**config.mk**
```make
export PLATFORM = sky130hd
export DESIGN_NAME = i2c_bus_arbiter
export DESIGN_NICKNAME = d
export VERILOG_FILES = /design/src/rtl/i2c_bus_arbiter.sv
export SDC_FILE = /design/constraint.sdc
export NUM_CORES = 1
export LEC_CHECK = 0
export CORE_MARGIN = 5
export CORE_UTILIZATION = 49
export DETAILED_ROUTE_END_ITERATION = 16
export GPL_TIMING_DRIVEN = 1
export HOLD_SLACK_MARGIN = 0.02
export PLACE_DENSITY = 0.86
export SLEW_MARGIN = 15
export SYNTH_ARGS = -nofsm -noshare
export SYNTH_HDL_FRONTEND = slang
export SYNTH_SLANG_ARGS = --single-unit
```
**constraint.sdc**
```tcl
create_clock -name clk_400 -period 4.3 [get_ports clk_400]
set_clock_uncertainty 0.15 [all_clocks]
set_input_delay 0.86 -clock clk_400 [delete_from_list [all_inputs] [get_ports clk_400]]
set_output_delay 0.86 -clock clk_400 [all_outputs]
set_load 0.02 [all_outputs]
```
**src/rtl/i2c_bus_arbiter.sv**
```systemverilog
// Round-robin arbiter that sequences one shared I2C master among NUM_REQ clients.
// Define I2C_ARB_TIMEOUT_EN to add the WAIT_DONE watchdog and master-reset recovery.
module i2c_bus_arbiter #(
    parameter int NUM_REQ        = 4,
    parameter int BUSY_WAIT      = 8,
    parameter int TIMEOUT_CYCLES = 4096
) (
    input  logic                   clk_400,
    input  logic                   rst_n,
    input  logic [NUM_REQ-1:0]     req,
    input  logic [NUM_REQ-1:0]     req_rw,
    input  logic [NUM_REQ-1:0]     req_burst,
    input  logic [7*NUM_REQ-1:0]   req_addr,
    input  logic [8*NUM_REQ-1:0]   req_wdata,
    output logic [NUM_REQ-1:0]     gnt,
    output logic [NUM_REQ-1:0]     rsp_valid,
    output logic                   rsp_err,
    output logic [15:0]            rsp_rdata,
    output logic                   m_rw,
    output logic                   m_start_txn,
    output logic                   m_next_byte,
    output logic [6:0]             m_sub_addr,
    output logic [7:0]             m_data_in,
    input  logic                   m_busy,
    input  logic                   m_done,
    input  logic                   m_ack_error,
    input  logic                   m_data_ready,
    input  logic [7:0]             m_data_out,
    output logic                   m_rst_n
);
    localparam int IW = $clog2(NUM_REQ);

    typedef enum logic [2:0] {
        S_IDLE,
        S_GRANT,
        S_LAUNCH,
        S_WAIT_BUSY,
        S_WAIT_DONE,
        S_RESPOND
`ifdef I2C_ARB_TIMEOUT_EN
        , S_RECOVER
`endif
    } state_t;

    state_t             r_state;
    logic [IW-1:0]      r_rr_ptr;
    logic [IW-1:0]      r_gnt_idx;
    logic [NUM_REQ-1:0] r_gnt;
    logic [NUM_REQ-1:0] r_rsp_valid;
    logic               r_rsp_err;
    logic               r_err;
    logic               r_done_prev;
    logic [15:0]        r_rdata;
    logic [15:0]        r_busy_cnt;
    logic [1:0]         r_byte_cnt;
    logic               r_m_rw;
    logic               r_m_start_txn;
    logic               r_m_next_byte;
    logic [6:0]         r_m_sub_addr;
    logic [7:0]         r_m_data_in;
`ifdef I2C_ARB_TIMEOUT_EN
    logic [15:0]        r_wdog;
    logic [1:0]         r_rec_cnt;
    logic               r_m_rst_n;
`endif

    logic [6:0] w_addr  [NUM_REQ];
    logic [7:0] w_wdata [NUM_REQ];

    genvar gi;
    generate
        for (gi = 0; gi < NUM_REQ; gi++) begin : g_slice
            assign w_addr[gi]  = req_addr[7*gi +: 7];
            assign w_wdata[gi] = req_wdata[8*gi +: 8];
        end
    endgenerate

    // Scan from the highest offset down so the nearest set bit at/after r_rr_ptr wins.
    logic [IW-1:0] w_win_idx;
    always_comb begin
        int            c_idx;
        logic [IW-1:0] cand;
        w_win_idx = '0;
        c_idx     = 0;
        cand      = '0;
        for (int k = NUM_REQ - 1; k >= 0; k--) begin
            c_idx = int'(r_rr_ptr) + k;
            if (c_idx >= NUM_REQ) c_idx = c_idx - NUM_REQ;
            cand = IW'(c_idx);
            if (req[cand]) w_win_idx = cand;
        end
    end

    always_ff @(posedge clk_400 or negedge rst_n) begin
        if (!rst_n) begin
            r_state       <= S_IDLE;
            r_rr_ptr      <= '0;
            r_gnt_idx     <= '0;
            r_gnt         <= '0;
            r_rsp_valid   <= '0;
            r_rsp_err     <= 1'b0;
            r_err         <= 1'b0;
            r_done_prev   <= 1'b0;
            r_rdata       <= '0;
            r_busy_cnt    <= '0;
            r_byte_cnt    <= '0;
            r_m_rw        <= 1'b0;
            r_m_start_txn <= 1'b0;
            r_m_next_byte <= 1'b0;
            r_m_sub_addr  <= '0;
            r_m_data_in   <= '0;
`ifdef I2C_ARB_TIMEOUT_EN
            r_wdog        <= '0;
            r_rec_cnt     <= '0;
            r_m_rst_n     <= 1'b1;
`endif
        end else begin
            r_done_prev <= m_done;
            case (r_state)
                S_IDLE: begin
                    if (|req) begin
                        r_gnt     <= NUM_REQ'(1) << w_win_idx;
                        r_gnt_idx <= w_win_idx;
                        r_state   <= S_GRANT;
                    end
                end
                S_GRANT: begin
                    r_m_rw        <= req_rw[r_gnt_idx];
                    r_m_next_byte <= req_burst[r_gnt_idx];
                    r_m_sub_addr  <= w_addr[r_gnt_idx];
                    r_m_data_in   <= w_wdata[r_gnt_idx];
                    r_rdata       <= '0;
                    r_byte_cnt    <= '0;
                    r_err         <= 1'b0;
                    r_m_start_txn <= 1'b1;
                    r_state       <= S_LAUNCH;
                end
                S_LAUNCH: begin
                    r_m_start_txn <= 1'b0;
                    r_busy_cnt    <= '0;
                    r_state       <= S_WAIT_BUSY;
                end
                S_WAIT_BUSY: begin
                    if (m_busy) begin
`ifdef I2C_ARB_TIMEOUT_EN
                        r_wdog  <= '0;
`endif
                        r_state <= S_WAIT_DONE;
                    end else if (r_busy_cnt == 16'(BUSY_WAIT - 1)) begin
                        r_err       <= 1'b1;
                        r_rsp_err   <= 1'b1;
                        r_rsp_valid <= r_gnt;
                        r_state     <= S_RESPOND;
                    end else begin
                        r_busy_cnt <= r_busy_cnt + 16'd1;
                    end
                end
                S_WAIT_DONE: begin
                    // Only the first two bytes are kept; write transactions never touch rdata.
                    if (m_data_ready && (r_byte_cnt < 2'd2)) begin
                        if (r_m_rw) begin
                            if (r_byte_cnt == 2'd0) r_rdata[15:8] <= m_data_out;
                            else                    r_rdata[7:0]  <= m_data_out;
                        end
                        r_byte_cnt <= r_byte_cnt + 2'd1;
                    end
                    if (m_ack_error) r_err <= 1'b1;
                    if (m_done && !r_done_prev) begin
                        r_rsp_valid <= r_gnt;
                        r_rsp_err   <= r_err | m_ack_error;
                        r_state     <= S_RESPOND;
                    end
`ifdef I2C_ARB_TIMEOUT_EN
                    else if (r_wdog == 16'(TIMEOUT_CYCLES - 1)) begin
                        r_m_rst_n <= 1'b0;
                        r_rec_cnt <= '0;
                        r_state   <= S_RECOVER;
                    end else begin
                        r_wdog <= r_wdog + 16'd1;
                    end
`endif
                end
                S_RESPOND: begin
                    r_rsp_valid <= '0;
                    r_rsp_err   <= 1'b0;
                    r_gnt       <= '0;
                    r_rr_ptr    <= (r_gnt_idx == IW'(NUM_REQ - 1)) ? '0 : r_gnt_idx + 1'b1;
                    r_state     <= S_IDLE;
                end
`ifdef I2C_ARB_TIMEOUT_EN
                S_RECOVER: begin
                    if (r_rec_cnt == 2'd3) begin
                        r_m_rst_n   <= 1'b1;
                        r_err       <= 1'b1;
                        r_rsp_err   <= 1'b1;
                        r_rsp_valid <= r_gnt;
                        r_state     <= S_RESPOND;
                    end else begin
                        r_rec_cnt <= r_rec_cnt + 2'd1;
                    end
                end
`endif
                default: r_state <= S_IDLE;
            endcase
        end
    end

    assign gnt         = r_gnt;
    assign rsp_valid   = r_rsp_valid;
    assign rsp_err     = r_rsp_err;
    assign rsp_rdata   = r_rdata;
    assign m_rw        = r_m_rw;
    assign m_start_txn = r_m_start_txn;
    assign m_next_byte = r_m_next_byte;
    assign m_sub_addr  = r_m_sub_addr;
    assign m_data_in   = r_m_data_in;
`ifdef I2C_ARB_TIMEOUT_EN
    assign m_rst_n     = r_m_rst_n;
`else
    assign m_rst_n     = 1'b1;
`endif
endmodule

```
Word level (Yosys, flattened, before mapping)
Cells that the tools add are included.
- register bits: 70
- input bits: 86
- word-level logic and storage cells: 135
- $add $sub $neg: 10
- $lt $le $gt $ge: 11
- equal/unequal tests: 18
- shifts and indexed selects: 1
- multiplexer cells: 55
- bitwise operators: 2
- reductions and logical operators: 21
- operator list (kind ; count):
    $mux W16 ; 4
    $pmux W16 S2 ; 2
    $mux W8 ; 4
    $mux W2 ; 10
    $ne A2 B2 Y1 const B ; 10
    $add A16 B1 Y16 const B ; 1
    $bmux W8 S2 ; 1
    $eq A16 B3 Y1 const B ; 1
    $mux W4 ; 4
    $reduce_and A4 Y1 ; 4
    $lt A2 B3 Y1 const B ; 5
    $pmux W3 S5 ; 1
    $bmux W7 S2 ; 1
    $mux W7 ; 2
    $bmux W1 S2 ; 6
    $ge A3 B3 Y1 const B ; 4
    $mux W3 ; 4
    $pmux W4 S3 ; 1
    $mux W1 ; 10
    $pmux W4 S2 ; 1
    $reduce_bool A2 Y1 ; 4
    $sub A2 B1 Y2 const B ; 4
    $add A2 B2 Y3 const B ; 2
    $eq A3 B2 Y1 const B ; 2
    other kinds (22) ; 30

Depth between registers and ports, before layout
- depth after elaboration: 12
- depth in mapped cells: 7
- depth with buffers taken out: 6

Least setup slack after synthesis
No wires, ideal clock.
- path type: input to register
- start point: in m_busy
- end point: reg r_busy_cnt[5]
- setup time: 0.078 ns
- data arrival time: 1.911 ns
- required time: 4.072 ns
- path slack: 2.161 ns
- stages on the path: 5
- path buffers: 1
- cell sequence: nand4b_1 > or2_1 > buf_6 > or4_1 > a21oi_1
- cells in the longest elaborated chain, start to end: 2
- RTL lines (what ; RTL line ; source):
    start, declared ; 24 ; input logic m_busy,
    $ne A2 B2 Y1 (no line) ; n/a ;
    $reduce_and A3 Y1 (no line) ; n/a ;
    end signal, assigned ; 155 ; r_busy_cnt <= r_busy_cnt + 16'd1;
    end, declared ; 54 ; logic [15:0] r_busy_cnt;
No other way between the ends.
A chain may end at the register's enable or synchronous reset.

Final worst setup path
- start point: in m_busy
- end point: reg r_busy_cnt[15]
Same word-level chain as after synthesis.

==> results.ini <==
[power]
combPwrFrac_pct=41.7
vdd_drop_max_uv=280
netSwitchingFraction_pct=36.9
p_int_uw=1920
p_per_area_nw_per_um2=578
p_seq_share_pct=35.4
power.share.clock_pct=22.9
switching_power_uw=1120
power_leakage_uw=0.00223

[critical_path]
endpoint_kind=flop
crit_buf_inv=1
timing.rr.end=rsp_rdata[9]
worstPathRequired_ns=4.42
reg2regPathDepth=3
critPathTopFamily=simple AND/OR/NAND/NOR gates
r2r_slack_ns=1.95
r2r-start=r_state[0]
crit_arrival_ns=2.71
crit_type=primary input to flop
slowest_delay_ns=0.54
cp-start-kind=primary input
critPathMaxFanout=12
cp_slowest_cell=clkdlybuf4s50_1
cp_cell_sequence=clkdlybuf4s50_1 > nand4b_1 > or2_1 > or4_1 > a21oi_1

[timing]
max_freq_ghz=0.386
hold_ws_ns=0.324
hold_viol=0
finalSetupViolations=0
setup-tns-final_ns=0
drv_slew=0
worst_slew_pin_slew_ns=0.806
relSlewSlack_pct=46.3
rsz0062_at_grt=false
min_period_ns=2.59
post-route-period-util_pct=60.2

[floorplan]
io_pins=130
die_x_um=96.6
core_um2=7290
die-area_um2=9330
core.rowCount=31
chipHeight_um=96.6
initial_core_util_pct=50.4

[synth]
ys_ff_latch=70
synth_area_per_cell_um2=10.1
ys_seq_area_share_pct=47.7
synth_edf_count=0
async_reset_ff_share_pct=100
synth_nets=453
ys_warn_count=0
synthFlopType=dfrtp_1
synthTopCellsByArea=dfrtp_1, mux4_2, nand2_1
synth_top_area_share_pct=47.7
synth_cells=364
syn_area_um2=3670
yosys.area.top_type=dfrtp_1
synth.distinct_cells=53

[placement]
dp_hpwl_um=7310
port_buffers=128
gp_congestion=0.902

[outcome]
outcome=complete, no violations

[cts]
clk_pin_slew_ns=0.08
cts_tree=built
cts_resized=0
clk_path_buf_depth=2
cts_hold_buf=0
clock-sinks=70
postCtsSetupBuffers=0
cts-buffers-inserted=9
clk_latency_ns=0.34
clockRootBuffer=clkbuf_8
ctsHtreeMaxLevel=3

[final_layout]
multi_input_area_um2=1760
final_cell_mix=clkdlybuf4s50_1, nand2_1, dfrtp_1, nand3_1, o21ai_0
diodes=0
drive_gt1_share_pct=9.20
layout_commonest_cell=clkdlybuf4s50_1
syn_to_final_growth_pct=42.9
seqCellArea_um2=1750
nFillCells=565
final_nets=573

[min_path]
hold_end=m_sub_addr[0]
hold_class=flop to flop
hold_start=m_sub_addr[0]
min_path_cells=2

[drt]
avgViaCountPerCell=5.51
finalWirelength_um=9620
final_antenna_net_count=0
firstDrtPassIters=4
num_vias=3241
routedWlPerCell_um=16.4
drc=0
first_iter_violations=120

[grt]
grt_usage_pct=21.9
grt_pass1_vias=3357
antenna_found_initial=0
grt_pass1_wl_um=15600
grt_max_degree=45
overflow=0

[run]
cap_violations=0

==> worst max-delay path by stage <==
stage,slack (ns),to,startpoint,cells past startpoint
final,1.71,r_busy_cnt[15],m_busy,5
after global routing,1.62,r_busy_cnt[15],m_busy,5
after CTS,1.74,r_busy_cnt[15],m_busy,5
after detailed placement,1.37,r_busy_cnt[15],m_busy,5
after global placement,1.47,r_busy_cnt[15],m_busy,5
after floorplan,2.16,r_busy_cnt[5],m_busy,5
==> flip-flops by register name, summed over array words and instances, names as in the netlist, 3 cells and up <==
| name | cells |
|---|---|
| r_busy_cnt | 16 |
| rsp_rdata | 16 |
| m_data_in | 8 |
| m_sub_addr | 7 |
| gnt | 4 |
| rsp_valid | 4 |
| r_state | 3 |
==> through the flow <==
step | utilization [%] | worst slack, ns | cell area [um^2] | power, uW | instances
after CTS | 72.0 | 1.74 | 5250 | 3060 | 588
after floorplan | - | 2.16 | 3670 | 1840 | 364
after global routing | 72.0 | 1.62 | 5250 | 3220 | 588
final | 72.0 | 1.71 | 5250 | 3030 | 588
after global placement | 68.4 | 1.47 | 4990 | 2310 | 572
after detailed placement | 68.4 | 1.37 | 4990 | 2360 | 572
==> layout make-up <==
cell class / instances / share of cell area [%]
Multi-Input combinational cell: 257 / 33.5
Sequential cell: 70 / 33.4
Timing Repair Buffer: 130 / 24.6
Clock inverter: 6 / 2.55
Clock buffer: 10 / 2.43
Tap cell: 99 / 2.36
Inverter: 16 / 1.14
==> tightest hold or removal path, cell delays in order, from the launching register on <==
cell and delay [ns]:
dfrtp_1 0.34, nand2_1 0.05, nand2_1 0.05
==> cell families (layout without fill, tap and decap cells) <==
kind of cell | count (synthesis) | count (layout) | share of synthesized area (%)
adder cells (fa/ha/maj) | 3 | 3 | 1.02
flip-flops | 70 | 70 | 47.7
multiplexers | 26 | 26 | 12.9
other | 1 | 1 | 0.102
buffers and inverters | 37 | 162 | 4.43
XOR/XNOR | 2 | 2 | 0.477
AND/OR/NAND/NOR | 165 | 165 | 22.4
AO/OA/AOI/OAI | 60 | 60 | 10.9
==> Yosys cell counts, types with 7 or more instances <==
master    number
o21ai_0       18
mux4_2        17
buf_2         10
dfrtp_1       70
o31ai_1       16
inv_1         16
nor2_1        10
clkbuf_1       8
mux2i_1        7
a21oi_1       12
nand2_1       88
nand3_1       18
==> metal layers <==
metal  share of wire [%]  vias to the layer above  track usage [%]
li1                    -                     1538                -
met1                  38                     1571             25.0
met2                  52                      111             39.2
met3                 7.1                       21             6.35
met4                 2.6                        0             7.48
met5                   0                        -                0
==> power groups by stage <==
stage / registers, uW / logic [uW] / clock network, uW
after global placement: 1070 / 1240 / 0
final: 1070 / 1260 / 696
after floorplan: 1140 / 700 / 0
after CTS: 1070 / 1280 / 704
after detailed placement: 1090 / 1280 / 0
after global routing: 1110 / 1370 / 736
No activity file was read; power rests on OpenSTA's default activity.
==> RTL change: new RTL, config.mk and constraints unchanged <==
Set the parameter `NUM_REQ` to 2 (it was 4).
--- a/src/rtl/i2c_bus_arbiter.sv
+++ b/src/rtl/i2c_bus_arbiter.sv
@@ -1,7 +1,7 @@
 // Round-robin arbiter that sequences one shared I2C master among NUM_REQ clients.
 // Define I2C_ARB_TIMEOUT_EN to add the WAIT_DONE watchdog and master-reset recovery.
 module i2c_bus_arbiter #(
-    parameter int NUM_REQ        = 4,
+    parameter int NUM_REQ        = 2,
     parameter int BUSY_WAIT      = 8,
     parameter int TIMEOUT_CYCLES = 4096
 ) (
Ports: changed (7 resized); port bits go from 130 to 90. No check against the original RTL was run, so the function may have changed too.
==> RTL change against the unedited design <==
Sequential cell count fell by 6. Cell area down 17%. Area after synthesis shrank 12%. First-iteration DRC count is 64% higher. Setup slack worse by 20 ps. Wire length shrank 13%. Cell count shrank 15%. Total power fell by 7.2%. Critical endpoint is now rsp_rdata[11]$_DFFE_PN0P_.
==> RTL change: results (changes against the unedited design) <==
* Outcome: completed (unchanged)
* WL met1 at 3.357 mm (was 3.680 mm)
* Synth top area cells: dfrtp_1, nand2_1, mux2i_1 (was dfrtp_1, mux4_2, nand2_1)
* Sw Pwr at 1.122 mW (was 1.118 mW)
* Synthesized-area fraction occupied by xor and xnor cells at 0.2700% (was 0.4768%)
* Internal reg-to-reg setup slack at 1690 ps (was 1950 ps)
* Cell-internal power at 1.691 mW (was 1.915 mW)
* VDD IR max at 420.5 µV (was 279.5 µV)
* Number of fill cells at 482 (was 565)
* NumNets Final at 472 (was 573)
* HPWL Detailed at 6.037 mm (was 7.307 mm)
* First-pass GRT wire length at 14.12 mm (was 15.64 mm)
* P_clk at 0.629 mW (was 0.696 mW)
* Avg Synthesized Cell Area at 9.514 µm² (was 10.09 µm²)
* HP Start: r_byte_cnt[0]$_DFFE_PN0P_ (was m_sub_addr[0]$_DFFE_PN0P_)
* CP Max Fanout at 34 (was 12)
* 1st-iter DRT viols at 197 (was 120)
* Hold path endpoint: r_byte_cnt[0]$_DFFE_PN0P_ (was m_sub_addr[0]$_DFFE_PN0P_)
* Post-synthesis compound-gate area fraction at 16.58% (was 10.90%)
* Vias post-DR at 2926 (was 3241)
* Final Routed Wirelength at 8.356 mm (was 9.618 mm)
* Slowest CP cell: dfrtp_1 (was clkdlybuf4s50_1)
* Cell variety after synth at 57 (was 53)
* Placed Cells at 486 (was 572)
* Adder-cell area share of the yosys netlist at 0.7713% (was 1.022%)
* Top post-synthesis cells by count: dfrtp_1, nand2_1, o21ai_0 (was nand2_1, dfrtp_1, nand3_1, o21ai_0, mux4_2)
* Routed wl met3 at 416 µm (was 682 µm)
* Mux cell area share after synthesis at 6.788% (was 12.94%)
* Worst slew pin tran at 1009 ps (was 805.7 ps)
* Sequential cell area fraction in the yosys report at 49.36% (was 47.68%)
* Fraction of layout cells with a size suffix above 1 at 7.059% (was 9.202%)
* Drt pass-1 iters at 5 (was 4)
* CP top delay family: flip-flops (was simple AND/OR/NAND/NOR gates)
* Tot GR Track Use at 21.04% (was 21.91%)
* Hold depth at 1 (was 2)
* DR WL/cell at 16.65 µm (was 16.36 µm)
* Synthesized Nets at 393 (was 453)
* Slowest stage delay, CP at 1010 ps (was 540 ps)
* Leakage at 1.884 nW (was 2.229 nW)
* Reg power frac at 38.5% (was 35.4%)
* Largest net degree at the start of global routing at 51 (was 45)
* Critical Path End: rsp_rdata[11]$_DFFE_PN0P_ (was r_busy_cnt[15]$_DFFE_PN0P_)
* Number of buffers added on ports at 88 (was 128)
==> RTL change: logic make-up after synthesis <==
group                    count (synthesis)
adder cells (fa/ha/maj)                  2
XOR/XNOR                                 1
flip-flops                              64
AO/OA/AOI/OAI                           82
AND/OR/NAND/NOR                        132
multiplexers                            22
other                                    1
buffers and inverters                   37
==> RTL change: layer usage <==
layer | GRT usage, % | up-vias
met3 | 3.058 | 27
li1 | - | 1387
met2 | 34.98 | 118
met1 | 26.39 | 1394
met5 | 0 | -
met4 | 11.25 | 0
==> RTL change: cell type report <==
class                   instances  area share [%]
inverters                      15           1.288
repair buffers                 90           20.43
flip-flops and latches         64           36.62
clock inverters                 7           2.747
multi-input cells             240           33.88
well taps                      77           2.203
clock buffers                   9           2.833
==> RTL change: metrics by stage <==
stage	setup WS, ps	hold WS [ps]	instance area [µm²]
3_3_place_gp	1493	311.5	4126
2_1_floorplan	2022	298.2	3244
3_5_place_dp	1363	319.5	4126
4_1_cts	1700	330.9	4370
6_report	1689	328.5	4373
5_1_grt	1488	358.2	4373
